`config.mk`:
```
export PLATFORM = sky130hd
export DESIGN_NAME = cmu_wbuf_flat
export DESIGN_NICKNAME = d
export VERILOG_FILES = /design/src/rtl/cmu_wbuf_if.sv /design/src/rtl/cmu_wbuf.sv /design/src/flat_wrapper.sv
export SDC_FILE = /design/constraint.sdc
export NUM_CORES = 1
export LEC_CHECK = 0
export CAP_MARGIN = 20
export CORE_ASPECT_RATIO = 0.5
export CORE_UTILIZATION = 38
export DETAILED_ROUTE_END_ITERATION = 10
export MAX_ROUTING_LAYER = met4
export PLACE_DENSITY = 0.63
export SYNTH_ARGS = -nofsm -noshare
export SYNTH_HDL_FRONTEND = slang
export SYNTH_SLANG_ARGS = --single-unit
```
`constraint.sdc`:
```
create_clock -name clk -period 9.06 [get_ports clk]
set_input_delay 1.359 -clock clk [delete_from_list [all_inputs] [get_ports clk]]
set_output_delay 1.359 -clock clk [all_outputs]
set_load 0.05 [all_outputs]
```
`src/rtl/cmu_wbuf_if.sv`:
```
`default_nettype none
// ============================================================================
//  Module   : cmu_wbuf_if
//  Purpose  : Bundle of the cache-side and RAM-side signals of the posted
//             write buffer cmu_wbuf.
//  Signals  : c_*      cache request/response (cache is the requester)
//             m_*      RAM request/response (write buffer is the requester)
//             wb_empty flush-complete status
//             fwd_hit  read-served-from-buffer pulse
//  Modports : slave  - the write buffer's view
//             master - the environment's view (cache + RAM)
//  Revision : 1.0  initial release
// ============================================================================
interface cmu_wbuf_if;
   logic        c_cs;
   logic        c_we;
   logic [31:0] c_addr;
   logic [31:0] c_din;
   logic [31:0] c_dout;
   logic        c_ack;
   logic        m_cs;
   logic        m_we;
   logic [31:0] m_addr;
   logic [31:0] m_din;
   logic [31:0] m_dout;
   logic        m_ack;
   logic        wb_empty;
   logic        fwd_hit;

   modport slave (
      input  c_cs, c_we, c_addr, c_din, m_dout, m_ack,
      output c_dout, c_ack, m_cs, m_we, m_addr, m_din, wb_empty, fwd_hit
   );

   modport master (
      output c_cs, c_we, c_addr, c_din, m_dout, m_ack,
      input  c_dout, c_ack, m_cs, m_we, m_addr, m_din, wb_empty, fwd_hit
   );
endinterface
`default_nettype wire

```
`src/rtl/cmu_wbuf.sv`:
```
`default_nettype none
// ============================================================================
//  Module   : cmu_wbuf
//  Purpose  : Posted write buffer between the cache memory-side port and a
//             multi-cycle data RAM. Writes are acknowledged one cycle after
//             acceptance and drained to RAM oldest-first in the background.
//             Reads that hit a buffered write are served from the youngest
//             matching entry; reads that miss go to RAM ahead of drains.
//  Ports    : clk  - clock, rising edge
//             rst  - asynchronous, active-low reset
//             bus  - cmu_wbuf_if.slave (c_* cache port, m_* RAM port,
//                    wb_empty, fwd_hit); all outputs are registered
//  Params   : DEPTH - buffer entries (power of two, >= 2)
//             PTR_W - log2(DEPTH)
//  Revision : 1.0  initial release
// ============================================================================
module cmu_wbuf #(
   parameter int DEPTH = 4,
   parameter int PTR_W = 2
) (
   input  wire logic   clk,
   input  wire logic   rst,
   cmu_wbuf_if.slave   bus
);

   localparam int CNT_W = PTR_W + 1;
   localparam logic [CNT_W-1:0] C_DEPTH = CNT_W'(DEPTH);

   typedef enum logic [1:0] {
      ST_IDLE = 2'd0,
      ST_WR   = 2'd1,
      ST_RD   = 2'd2
   } state_t;

   // Control / output registers
   state_t             state_q,    state_d;
   logic [PTR_W-1:0]   wr_ptr_q,   wr_ptr_d;
   logic [PTR_W-1:0]   rd_ptr_q,   rd_ptr_d;
   logic [CNT_W-1:0]   count_q,    count_d;
   logic               rd_pend_q,  rd_pend_d;
   logic               c_ack_q,    c_ack_d;
   logic [31:0]        c_dout_q,   c_dout_d;
   logic               fwd_hit_q,  fwd_hit_d;
   logic               m_cs_q,     m_cs_d;
   logic               m_we_q,     m_we_d;
   logic [31:0]        m_addr_q,   m_addr_d;
   logic [31:0]        m_din_q,    m_din_d;
   logic               wb_empty_q, wb_empty_d;

   // Buffer storage (word address + data); contents need no reset because
   // validity is tracked solely by rd_ptr/count.
   logic [29:0]        ent_addr_q [DEPTH];
   logic [29:0]        ent_addr_d [DEPTH];
   logic [31:0]        ent_data_q [DEPTH];
   logic [31:0]        ent_data_d [DEPTH];

   logic               w_accept;
   logic               w_enq;
   logic               w_deq;
   logic               w_hit;
   logic [31:0]        w_hit_data;
   logic [PTR_W-1:0]   w_idx;

   // A request is looked at only while no ack is being presented (so the ack
   // cycle never re-accepts) and no earlier read miss is still outstanding.
   assign w_accept = bus.c_cs && !c_ack_q && !rd_pend_q;
   assign w_enq    = w_accept && bus.c_we && (count_q < C_DEPTH);
   assign w_deq    = (state_q == ST_WR) && bus.m_ack;

   // Forwarding search: walk valid entries oldest to youngest so the last
   // match (the youngest) wins. The head is still valid while it drains.
   always_comb begin
      w_hit      = 1'b0;
      w_hit_data = '0;
      w_idx      = '0;
      for (int i = 0; i < DEPTH; i++) begin
         w_idx = rd_ptr_q + PTR_W'(i);
         if ((CNT_W'(i) < count_q) && (ent_addr_q[w_idx] == bus.c_addr[31:2])) begin
            w_hit      = 1'b1;
            w_hit_data = ent_data_q[w_idx];
         end
      end
   end

   always_comb begin
      state_d    = state_q;
      rd_pend_d  = rd_pend_q;
      c_ack_d    = 1'b0;
      fwd_hit_d  = 1'b0;
      c_dout_d   = c_dout_q;
      m_cs_d     = m_cs_q;
      m_we_d     = m_we_q;
      m_addr_d   = m_addr_q;
      m_din_d    = m_din_q;
      ent_addr_d = ent_addr_q;
      ent_data_d = ent_data_q;

      // Pointers wrap naturally because DEPTH is a power of two.
      wr_ptr_d = wr_ptr_q + PTR_W'(w_enq);
      rd_ptr_d = rd_ptr_q + PTR_W'(w_deq);
      count_d  = count_q + CNT_W'(w_enq) - CNT_W'(w_deq);

      if (w_enq) begin
         ent_addr_d[wr_ptr_q] = bus.c_addr[31:2];
         ent_data_d[wr_ptr_q] = bus.c_din;
         c_ack_d              = 1'b1;
      end

      if (w_accept && !bus.c_we) begin
         if (w_hit) begin
            c_dout_d  = w_hit_data;
            c_ack_d   = 1'b1;
            fwd_hit_d = 1'b1;
         end else begin
            rd_pend_d = 1'b1;
         end
      end

      // RAM sequencer: a pending read outranks draining. A drain in flight
      // always completes before the read is issued.
      case (state_q)
         ST_IDLE: begin
            if (rd_pend_q) begin
               state_d  = ST_RD;
               m_cs_d   = 1'b1;
               m_we_d   = 1'b0;
               m_addr_d = bus.c_addr;
            end else if (count_q != '0) begin
               state_d  = ST_WR;
               m_cs_d   = 1'b1;
               m_we_d   = 1'b1;
               m_addr_d = {ent_addr_q[rd_ptr_q], 2'b00};
               m_din_d  = ent_data_q[rd_ptr_q];
            end
         end
         ST_WR: begin
            if (bus.m_ack) begin
               state_d = ST_IDLE;
               m_cs_d  = 1'b0;
               m_we_d  = 1'b0;
            end
         end
         ST_RD: begin
            if (bus.m_ack) begin
               state_d   = ST_IDLE;
               m_cs_d    = 1'b0;
               c_dout_d  = bus.m_dout;
               c_ack_d   = 1'b1;
               rd_pend_d = 1'b0;
            end
         end
         default: begin
            state_d = ST_IDLE;
            m_cs_d  = 1'b0;
            m_we_d  = 1'b0;
         end
      endcase

      wb_empty_d = (count_d == '0) && (state_d == ST_IDLE) && !rd_pend_d;
   end

   always_ff @(posedge clk or negedge rst) begin
      if (!rst) begin
         state_q    <= ST_IDLE;
         wr_ptr_q   <= '0;
         rd_ptr_q   <= '0;
         count_q    <= '0;
         rd_pend_q  <= 1'b0;
         c_ack_q    <= 1'b0;
         c_dout_q   <= '0;
         fwd_hit_q  <= 1'b0;
         m_cs_q     <= 1'b0;
         m_we_q     <= 1'b0;
         m_addr_q   <= '0;
         m_din_q    <= '0;
         wb_empty_q <= 1'b1;
      end else begin
         state_q    <= state_d;
         wr_ptr_q   <= wr_ptr_d;
         rd_ptr_q   <= rd_ptr_d;
         count_q    <= count_d;
         rd_pend_q  <= rd_pend_d;
         c_ack_q    <= c_ack_d;
         c_dout_q   <= c_dout_d;
         fwd_hit_q  <= fwd_hit_d;
         m_cs_q     <= m_cs_d;
         m_we_q     <= m_we_d;
         m_addr_q   <= m_addr_d;
         m_din_q    <= m_din_d;
         wb_empty_q <= wb_empty_d;
      end
   end

   always_ff @(posedge clk) begin
      ent_addr_q <= ent_addr_d;
      ent_data_q <= ent_data_d;
   end

   assign bus.c_ack    = c_ack_q;
   assign bus.c_dout   = c_dout_q;
   assign bus.fwd_hit  = fwd_hit_q;
   assign bus.m_cs     = m_cs_q;
   assign bus.m_we     = m_we_q;
   assign bus.m_addr   = m_addr_q;
   assign bus.m_din    = m_din_q;
   assign bus.wb_empty = wb_empty_q;

endmodule
`default_nettype wire

```
`src/flat_wrapper.sv`:
```
// flat-port wrapper written by rule: the top's interface ports become plain ports
module cmu_wbuf_flat 
#(
   parameter int DEPTH = 4,
   parameter int PTR_W = 2
)
  (clk, rst, bus_c_cs, bus_c_we, bus_c_addr, bus_c_din, bus_m_dout, bus_m_ack, bus_c_dout, bus_c_ack, bus_m_cs, bus_m_we, bus_m_addr, bus_m_din, bus_wb_empty, bus_fwd_hit);
  cmu_wbuf_if bus_i ();
  input  wire logic clk;
  input  wire logic rst;
  input wire logic [$bits(bus_i.c_cs)-1:0] bus_c_cs;
  input wire logic [$bits(bus_i.c_we)-1:0] bus_c_we;
  input wire logic [$bits(bus_i.c_addr)-1:0] bus_c_addr;
  input wire logic [$bits(bus_i.c_din)-1:0] bus_c_din;
  input wire logic [$bits(bus_i.m_dout)-1:0] bus_m_dout;
  input wire logic [$bits(bus_i.m_ack)-1:0] bus_m_ack;
  output wire logic [$bits(bus_i.c_dout)-1:0] bus_c_dout;
  output wire logic [$bits(bus_i.c_ack)-1:0] bus_c_ack;
  output wire logic [$bits(bus_i.m_cs)-1:0] bus_m_cs;
  output wire logic [$bits(bus_i.m_we)-1:0] bus_m_we;
  output wire logic [$bits(bus_i.m_addr)-1:0] bus_m_addr;
  output wire logic [$bits(bus_i.m_din)-1:0] bus_m_din;
  output wire logic [$bits(bus_i.wb_empty)-1:0] bus_wb_empty;
  output wire logic [$bits(bus_i.fwd_hit)-1:0] bus_fwd_hit;
  assign bus_i.c_cs = bus_c_cs;
  assign bus_i.c_we = bus_c_we;
  assign bus_i.c_addr = bus_c_addr;
  assign bus_i.c_din = bus_c_din;
  assign bus_i.m_dout = bus_m_dout;
  assign bus_i.m_ack = bus_m_ack;
  assign bus_c_dout = bus_i.c_dout;
  assign bus_c_ack = bus_i.c_ack;
  assign bus_m_cs = bus_i.m_cs;
  assign bus_m_we = bus_i.m_we;
  assign bus_m_addr = bus_i.m_addr;
  assign bus_m_din = bus_i.m_din;
  assign bus_wb_empty = bus_i.wb_empty;
  assign bus_fwd_hit = bus_i.fwd_hit;
  cmu_wbuf #(.DEPTH(DEPTH), .PTR_W(PTR_W)) u_core (.clk(clk), .rst(rst), .bus(bus_i));
endmodule
```
# Word-level counts from Yosys, hierarchy flattened
# Cells that the tools add are included.
[totals] register_bits=359 input_bits=101 output_inout_bits=101 word_cells=147
[op_classes] n_addsub=7 magnitude_cmp=11 n_eq_ne=9 muxes=65 bitwise=7 n_reduce_logical=27
[op_table] op="$mux 32" n=19
[op_table] op="$mux 30" n=9
[op_table] op="$bmux 32 s2" n=4
[op_table] op="$bmux 30 s2" n=4
[op_table] op="$bwmux 128" n=1
[op_table] op="$bwmux 120" n=1
[op_table] op="$eq 30x30->1" n=4
[op_table] op="$demux 32 s2" n=1
[op_table] op="$demux 30 s2" n=1
[op_table] op="$mux 1" n=19
[op_table] op="$ge 3x3->1 const B" n=5
[op_table] op="$not 2->3" n=5
[op_table] op="$logic_and 1x1->1" n=13
[op_table] op="$lt 1x3->1 const A" n=2
[op_table] op="$lt 2x3->1 const A" n=2
[op_table] op="$mux 2" n=3
[op_table] op="$reduce_and 3->1" n=2
[op_table] op="$add 2x1->2" n=2
[op_table] op="$add 2x2->2 const B" n=2
[op_table] op="$logic_not 1->1" n=4
[op_table] op="$logic_not 2->1" n=2
[op_table] op="$pmux 2 s2" n=1
[op_table] op="$reduce_and 2->1" n=2
[op_table] op="$add 3x1->3" n=1
[op_table] op="16 further kinds" n=17

# Longest topological paths before layout
[logic_depth] ltp_word=16 mapped_depth=18 mapped_depth_nobuf=11

# Worst setup path after synthesis
# No wires, ideal clock.
[synth_path] path_type="input to register" from="in bus_c_cs" to="reg u_core.ent_addr_q[100] (netlist bit), enable pin" setup_time_ns=0.572 arrival_ns=6.495 t_required_ns=8.488 path_slack_ns=1.992 stages=3 path_buffers=0 path_cell_list="nand2_1 nor3b_1 nor3b_1"
[synth_between] elab_chain_len=4
[synth_lines] element="start: declaration" line="flat_wrapper.sv:11" source="input wire logic [$bits(bus_i.c_cs)-1:0] bus_c_cs;"
[synth_lines] element="$logic_and 1x1->1 (2 in series)" line="cmu_wbuf.sv:66" source="assign w_accept = bus.c_cs && !c_ack_q && !rd_pend_q;"
[synth_lines] element="$logic_and 1x1->1 (2 in series)" line="cmu_wbuf.sv:67" source="assign w_enq = w_accept && bus.c_we && (count_q < C_DEPTH);"
[synth_lines] element="end signal: assignment" line="cmu_wbuf.sv:195" source="ent_addr_q <= ent_addr_d;"
[synth_lines] element="end: declaration" line="cmu_wbuf.sv:52" source="logic [29:0] ent_addr_q [DEPTH];"
# Every way passes these cells.
# A chain may end at the register's enable or synchronous reset.

# Worst setup path after layout
[layout_path] from="reg u_core.rd_ptr_q[1]" to="reg u_core.wb_empty_q, in the netlist u_core.bus.wb_empty"
[layout_between] elab_chain_len=16 elab_cells_between_ends=37 classes_between="add/sub (3); eq/ne (4); mux (20); bitwise (4); reduce/logical (6)"
[layout_lines] element="start: declaration" line="cmu_wbuf.sv:38" source="logic [PTR_W-1:0] rd_ptr_q, rd_ptr_d;"
[layout_lines] element="start signal: assignment" line="cmu_wbuf.sv:180" source="rd_ptr_q <= rd_ptr_d;"
[layout_lines] element="$add 2x1->2 or $not 2->3 (tied branches)" line="cmu_wbuf.sv:77, cmu_wbuf.sv:78"
[layout_lines] element="$not 2->3 (implied by the code) or $bmux 30 s2 (tied branches)" line="cmu_wbuf.sv:78" source="if ((CNT_W'(i) < count_q) && (ent_addr_q[w_idx] == bus.c_addr[31:2])) begin"
[layout_lines] element="$bmux 30 s2 or $mux 30 (tied branches)" line="cmu_wbuf.sv:78"
[layout_lines] element="$mux 30 (implied by the code)" line="cmu_wbuf.sv:78"
[layout_lines] element="$mux 30 (implied by the code) or $eq 30x30->1 (tied branches)" line="cmu_wbuf.sv:78"
[layout_lines] element="$eq 30x30->1 or $logic_and 1x1->1 (tied branches)" line="cmu_wbuf.sv:78"
[layout_lines] element="$logic_and 1x1->1 or $mux 1 (tied branches)" line="cmu_wbuf.sv:78"
[layout_lines] element="$mux 1 (2 in series)" line="cmu_wbuf.sv:78"
[layout_lines] element="$mux 1 (*)" line="cmu_wbuf.sv:78"
[layout_lines] element="$mux 1 (*)" line="cmu_wbuf.sv:110" source="if (w_hit) begin"
[layout_lines] element="$mux 1 (*)" line="cmu_wbuf.sv:109" source="if (w_accept && !bus.c_we) begin"
[layout_lines] element="$mux 1" line="cmu_wbuf.sv:144" source="if (bus.m_ack) begin"
[layout_lines] element="$mux 1 (*)" line="cmu_wbuf.sv:121" source="case (state_q)"
[layout_lines] element="net u_core.rd_pend_d" line="cmu_wbuf.sv:40" source="logic rd_pend_q, rd_pend_d;"
[layout_lines] element="$logic_not 1->1 (*)" line="cmu_wbuf.sv:159" source="wb_empty_d = (count_d == '0) && (state_d == ST_IDLE) && !rd_pend_d;"
[layout_lines] element="$logic_and 1x1->1 (*)" line="cmu_wbuf.sv:159"
[layout_lines] element="net u_core.wb_empty_d" line="cmu_wbuf.sv:48" source="logic wb_empty_q, wb_empty_d;"
[layout_lines] element="end signal: assignment" line="cmu_wbuf.sv:190" source="wb_empty_q <= wb_empty_d;"
[layout_lines] element="end: declaration" line="cmu_wbuf.sv:48"
# Mark *: on every way through the listed nets, which the timed path passes. The rest lies on a longest branch. The select of a mux whose other input is x is not followed.

==> results.sh <==
export IMPL_p_clk_frac=0.195
export IMPL_p_sw_mw=3.58
export IMPL_netlist_instances=1794
export IMPL_stdcell_area_mm2=0.0239
export IMPL_synthTopCellsByArea="edfxtp_1, mux2i_1, dfrtp_1"
export IMPL_grt_pass1_wl_mm=92.8
export IMPL_required_ns=9.48
export IMPL_via_count=15279
export IMPL_critPathKind="reg2reg"
export IMPL_drtAntennaViolNets=0
export IMPL_synth_top_area_frac=0.369
export IMPL_switching_share=0.445
export IMPL_period_minus_slack_ns=5.79
export IMPL_yosysUniqueCellTypes=68
export IMPL_power_density_mw_per_mm2=337
export IMPL_cts_hold_buf=0
export IMPL_cp_num_buf_inv=5
export IMPL_grt_overflow=0
export IMPL_synth_edf_count=248
export IMPL_setup_viol=0
export IMPL_status="complete, no violations"
export IMPL_fmax_mhz=173
export IMPL_grt_max_degree=74
export IMPL_antenna_found_initial=1
export IMPL_start_kind="flip-flop"
export IMPL_clock_path_buffers=3
export IMPL_p_comb_frac=0.510
export IMPL_area_growth_pct=18.3
export IMPL_relSlewSlack=0.240
export IMPL_area_sequential_mm2=0.0102
export IMPL_crit_fanout=54
export IMPL_dieArea_mm2=0.0541
export IMPL_coreArea_mm2=0.0522
export IMPL_dp_hpwl_mm=39.0
export IMPL_worst_pin_slew_ns=1.14
export IMPL_synth_ff_type="edfxtp_1"
export IMPL_drt_iter0_drc=1382
export IMPL_routed_wl_mm=61.2
export IMPL_io_buffer_count=201
export IMPL_period_share=0.639
export IMPL_place_gp_congestion=0.957
export IMPL_cts_tree="yes"
export IMPL_via_per_inst=5.78
export IMPL_slew_viol_final=0
export IMPL_hold_viol=0
export IMPL_pwr_share_seq=0.295
export IMPL_async_flop_share=0.309
export IMPL_clk_pin_slew_ns=0.06
export IMPL_cpMostUsedCell="buf_4"
export IMPL_yosysWarningCount=0
export IMPL_leakage_nw=9.07
export IMPL_multiInputGateArea_mm2=0.00926
export IMPL_num_rows=59
export IMPL_clk_root_buffer_cell="clkbuf_16"
export IMPL_ys_ff_latch=359
export IMPL_internal_power_mw=4.47
export IMPL_crit_path_end_kind="flip-flop"
export IMPL_fill_cells=4758
export IMPL_critPathMaxStageDelay_ns=1.00
export IMPL_avgSynthCellArea_um2=11.3
export IMPL_place_area_mm2=0.0227
export IMPL_grt_use_total=0.231
export IMPL_crit_slowest_cell="dfrtp_4"
export IMPL_synth_top_cell_by_area="edfxtp_1"
export IMPL_critical_path_top_delay_family="buffers and inverters"
export IMPL_tns_ns=0
export IMPL_cts_sinks=359
export IMPL_seq_area_frac_synth=0.506
export IMPL_initial_core_util=0.387
export IMPL_die_h_um=165
export IMPL_die_w_um=328
export IMPL_drc=0
export IMPL_io_pins=202
export IMPL_synth_area_mm2=0.0202
export IMPL_cap_violations=0
export IMPL_cts_setup_buffers=0
export IMPL_cts_max_level=2
export IMPL_arrival_ns=6.21
export IMPL_path_cells="buf_4 -> mux2i_1 -> xor2_1 -> nand3_1 -> a222oi_1 -> nand4_1 -> buf_4 -> o2111ai_1 -> nand2_1 -> buf_4 -> clkinv_1 -> buf_4 -> nor3_1 -> nor4b_1"
export IMPL_wl_per_cell_um=23.1
export IMPL_drt_first_pass_iters=6
export IMPL_nNetsFinal=2026
export IMPL_rsz0062_at_grt="no"
export IMPL_r2r_slack_ns=3.27
export IMPL_hold_class="reg2reg"
export IMPL_grt_pass1_vias=15269
export IMPL_numCtsBuffers=37
export IMPL_irDropWorstVdd_mv=0.183
export IMPL_synth_nets=1906
export IMPL_cts_resized=0
export IMPL_layout_drive_gt1_share=0.0860
export IMPL_fin_skew_ns=0.0206
export IMPL_insertion_delay_ns=0.55
==> tightest hold or removal path: stages, from the launching register on <==
cell and delay (ns):
dfrtp_1 0.34, nand2_1 0.05, nand2_1 0.05
==> Yosys cell counts, types with 4 or more instances <==
master and number:
buf_2 28, a211oi_1 36, nand2_1 210, a2111oi_0 6, buf_4 10, mux4_2 19
a31oi_1 33, a211o_1 32, a22oi_1 5, buf_6 9, edfxtp_1 248, and2_1 6
nor2b_1 7, or3_1 34, o211ai_1 5, inv_1 14, a221oi_1 5, nor3_1 12
nor4_1 12, nand4_1 48, xnor2_1 87, clkbuf_1 84, o22ai_1 71, mux2i_1 280
a21oi_1 116, nor4b_1 4, o21ai_0 21, xor2_1 18, nor2_1 93, mux2i_2 7
o2bb2ai_1 4, dfrtp_1 110, buf_1 15, and3_1 5, mux2_2 38, ha_1 10
nand3_1 9
==> path summary, 6_finish.rpt <==
kind                                       from                     to  cells after the start
max                          u_core.rd_ptr_q[1]    u_core.bus.wb_empty                     14
min                        u_core.bus.m_din[15]   u_core.bus.m_din[15]                      2
max reg2reg                  u_core.rd_ptr_q[1]    u_core.bus.wb_empty                     14
min reg2reg                u_core.bus.m_din[15]   u_core.bus.m_din[15]                      2
max in group asynchronous                   rst     u_core.rd_ptr_q[0]                      2
min in group asynchronous                   rst  u_core.bus.c_dout[23]                      1
==> per-layer routing <==
layer  wire length, µm  track usage
met5                 0            -
met4              1660       0.0743
met3              3220       0.0291
met2             29400        0.379
met1             26900        0.300
==> registers in the layout (all words and copies together) (netlist names), 2 cells and up <==
signal / count
u_core.ent_data_q: 128
u_core.ent_addr_q: 120
u_core.bus.c_dout: 32
u_core.bus.m_addr: 32
u_core.bus.m_din: 32
u_core.count_q: 3
u_core.rd_ptr_q: 2
u_core.state_q: 2
u_core.wr_ptr_q: 2
==> through the flow <==
step	hold WS, ns	power (mW)	cells	worst slack, ns	util
final	0.471	8.05	2644	3.27	0.458
after global routing	0.499	8.44	2644	3.05	0.458
after CTS	0.480	8.06	2642	3.40	0.457
after detailed placement	0.466	6.49	2575	3.11	0.434
after global placement	0.461	6.45	2575	3.17	0.434
after floorplan	0.496	5.29	1794	1.99	-
==> cell families after synthesis <==
| kind of cell | share of synthesized area |
|---|---|
| buf+inv | 0.0375 |
| xor+xnor | 0.0455 |
| simple gates | 0.104 |
| compound gates | 0.114 |
| mux | 0.186 |
| flops | 0.506 |
| fa+ha+maj | 0.00719 |
==> power by group through the flow <==
stage / sequential (mW) / combinational, mW / clock, mW
global placement: 2.40 / 4.05 / 0
finish: 2.38 / 4.10 / 1.57
CTS: 2.38 / 4.09 / 1.59
detailed placement: 2.41 / 4.08 / 0
floorplan: 3.01 / 2.28 / 0
global route: 2.42 / 4.37 / 1.65
==> area by class of cell <==
type / count / share of cell area
clock buffers: 49 / 0.0436
clock inverters: 18 / 0.00733
repair buffers: 229 / 0.0939
inverters: 16 / 0.00272
well taps: 701 / 0.0367
flip-flops and latches: 359 / 0.428
diodes: 1 / 0.000105
multi-input cells: 1271 / 0.387
==> cells in the final DEF (no fill, tap or decap), types with 5 or more instances in the layout <==
cell type | synthesis | final
o211ai_1 | 5 | 5
dfrtp_1 | 110 | 108
a221oi_1 | 5 | 5
inv_1 | 14 | 14
xnor2_1 | 87 | 87
nand4_1 | 48 | 48
a21oi_1 | 116 | 116
nand3_1 | 9 | 8
ha_1 | 10 | 10
xor2_1 | 18 | 18
a22oi_1 | 5 | 5
o21ai_0 | 21 | 21
clkdlybuf4s50_1 | 0 | 200
nor2b_1 | 7 | 6
mux2i_2 | 7 | 7
clkbuf_1 | 84 | 6
a2111oi_0 | 6 | 6
o22ai_1 | 71 | 71
and2_1 | 6 | 6
a211o_1 | 32 | 32
nor2_1 | 93 | 90
a211oi_1 | 36 | 36
mux4_2 | 19 | 19
mux2_2 | 38 | 38
a31oi_1 | 33 | 33
nor4_1 | 12 | 12
clkinv_1 | 1 | 5
edfxtp_1 | 248 | 248
or3_1 | 34 | 34
nand2_1 | 210 | 209
buf_4 | 10 | 27
clkbuf_8 | 0 | 5
nor3_1 | 12 | 12
clkinv_2 | 0 | 6
clkbuf_16 | 0 | 38
mux2i_1 | 280 | 280
(Power assumes the default switching activity.)
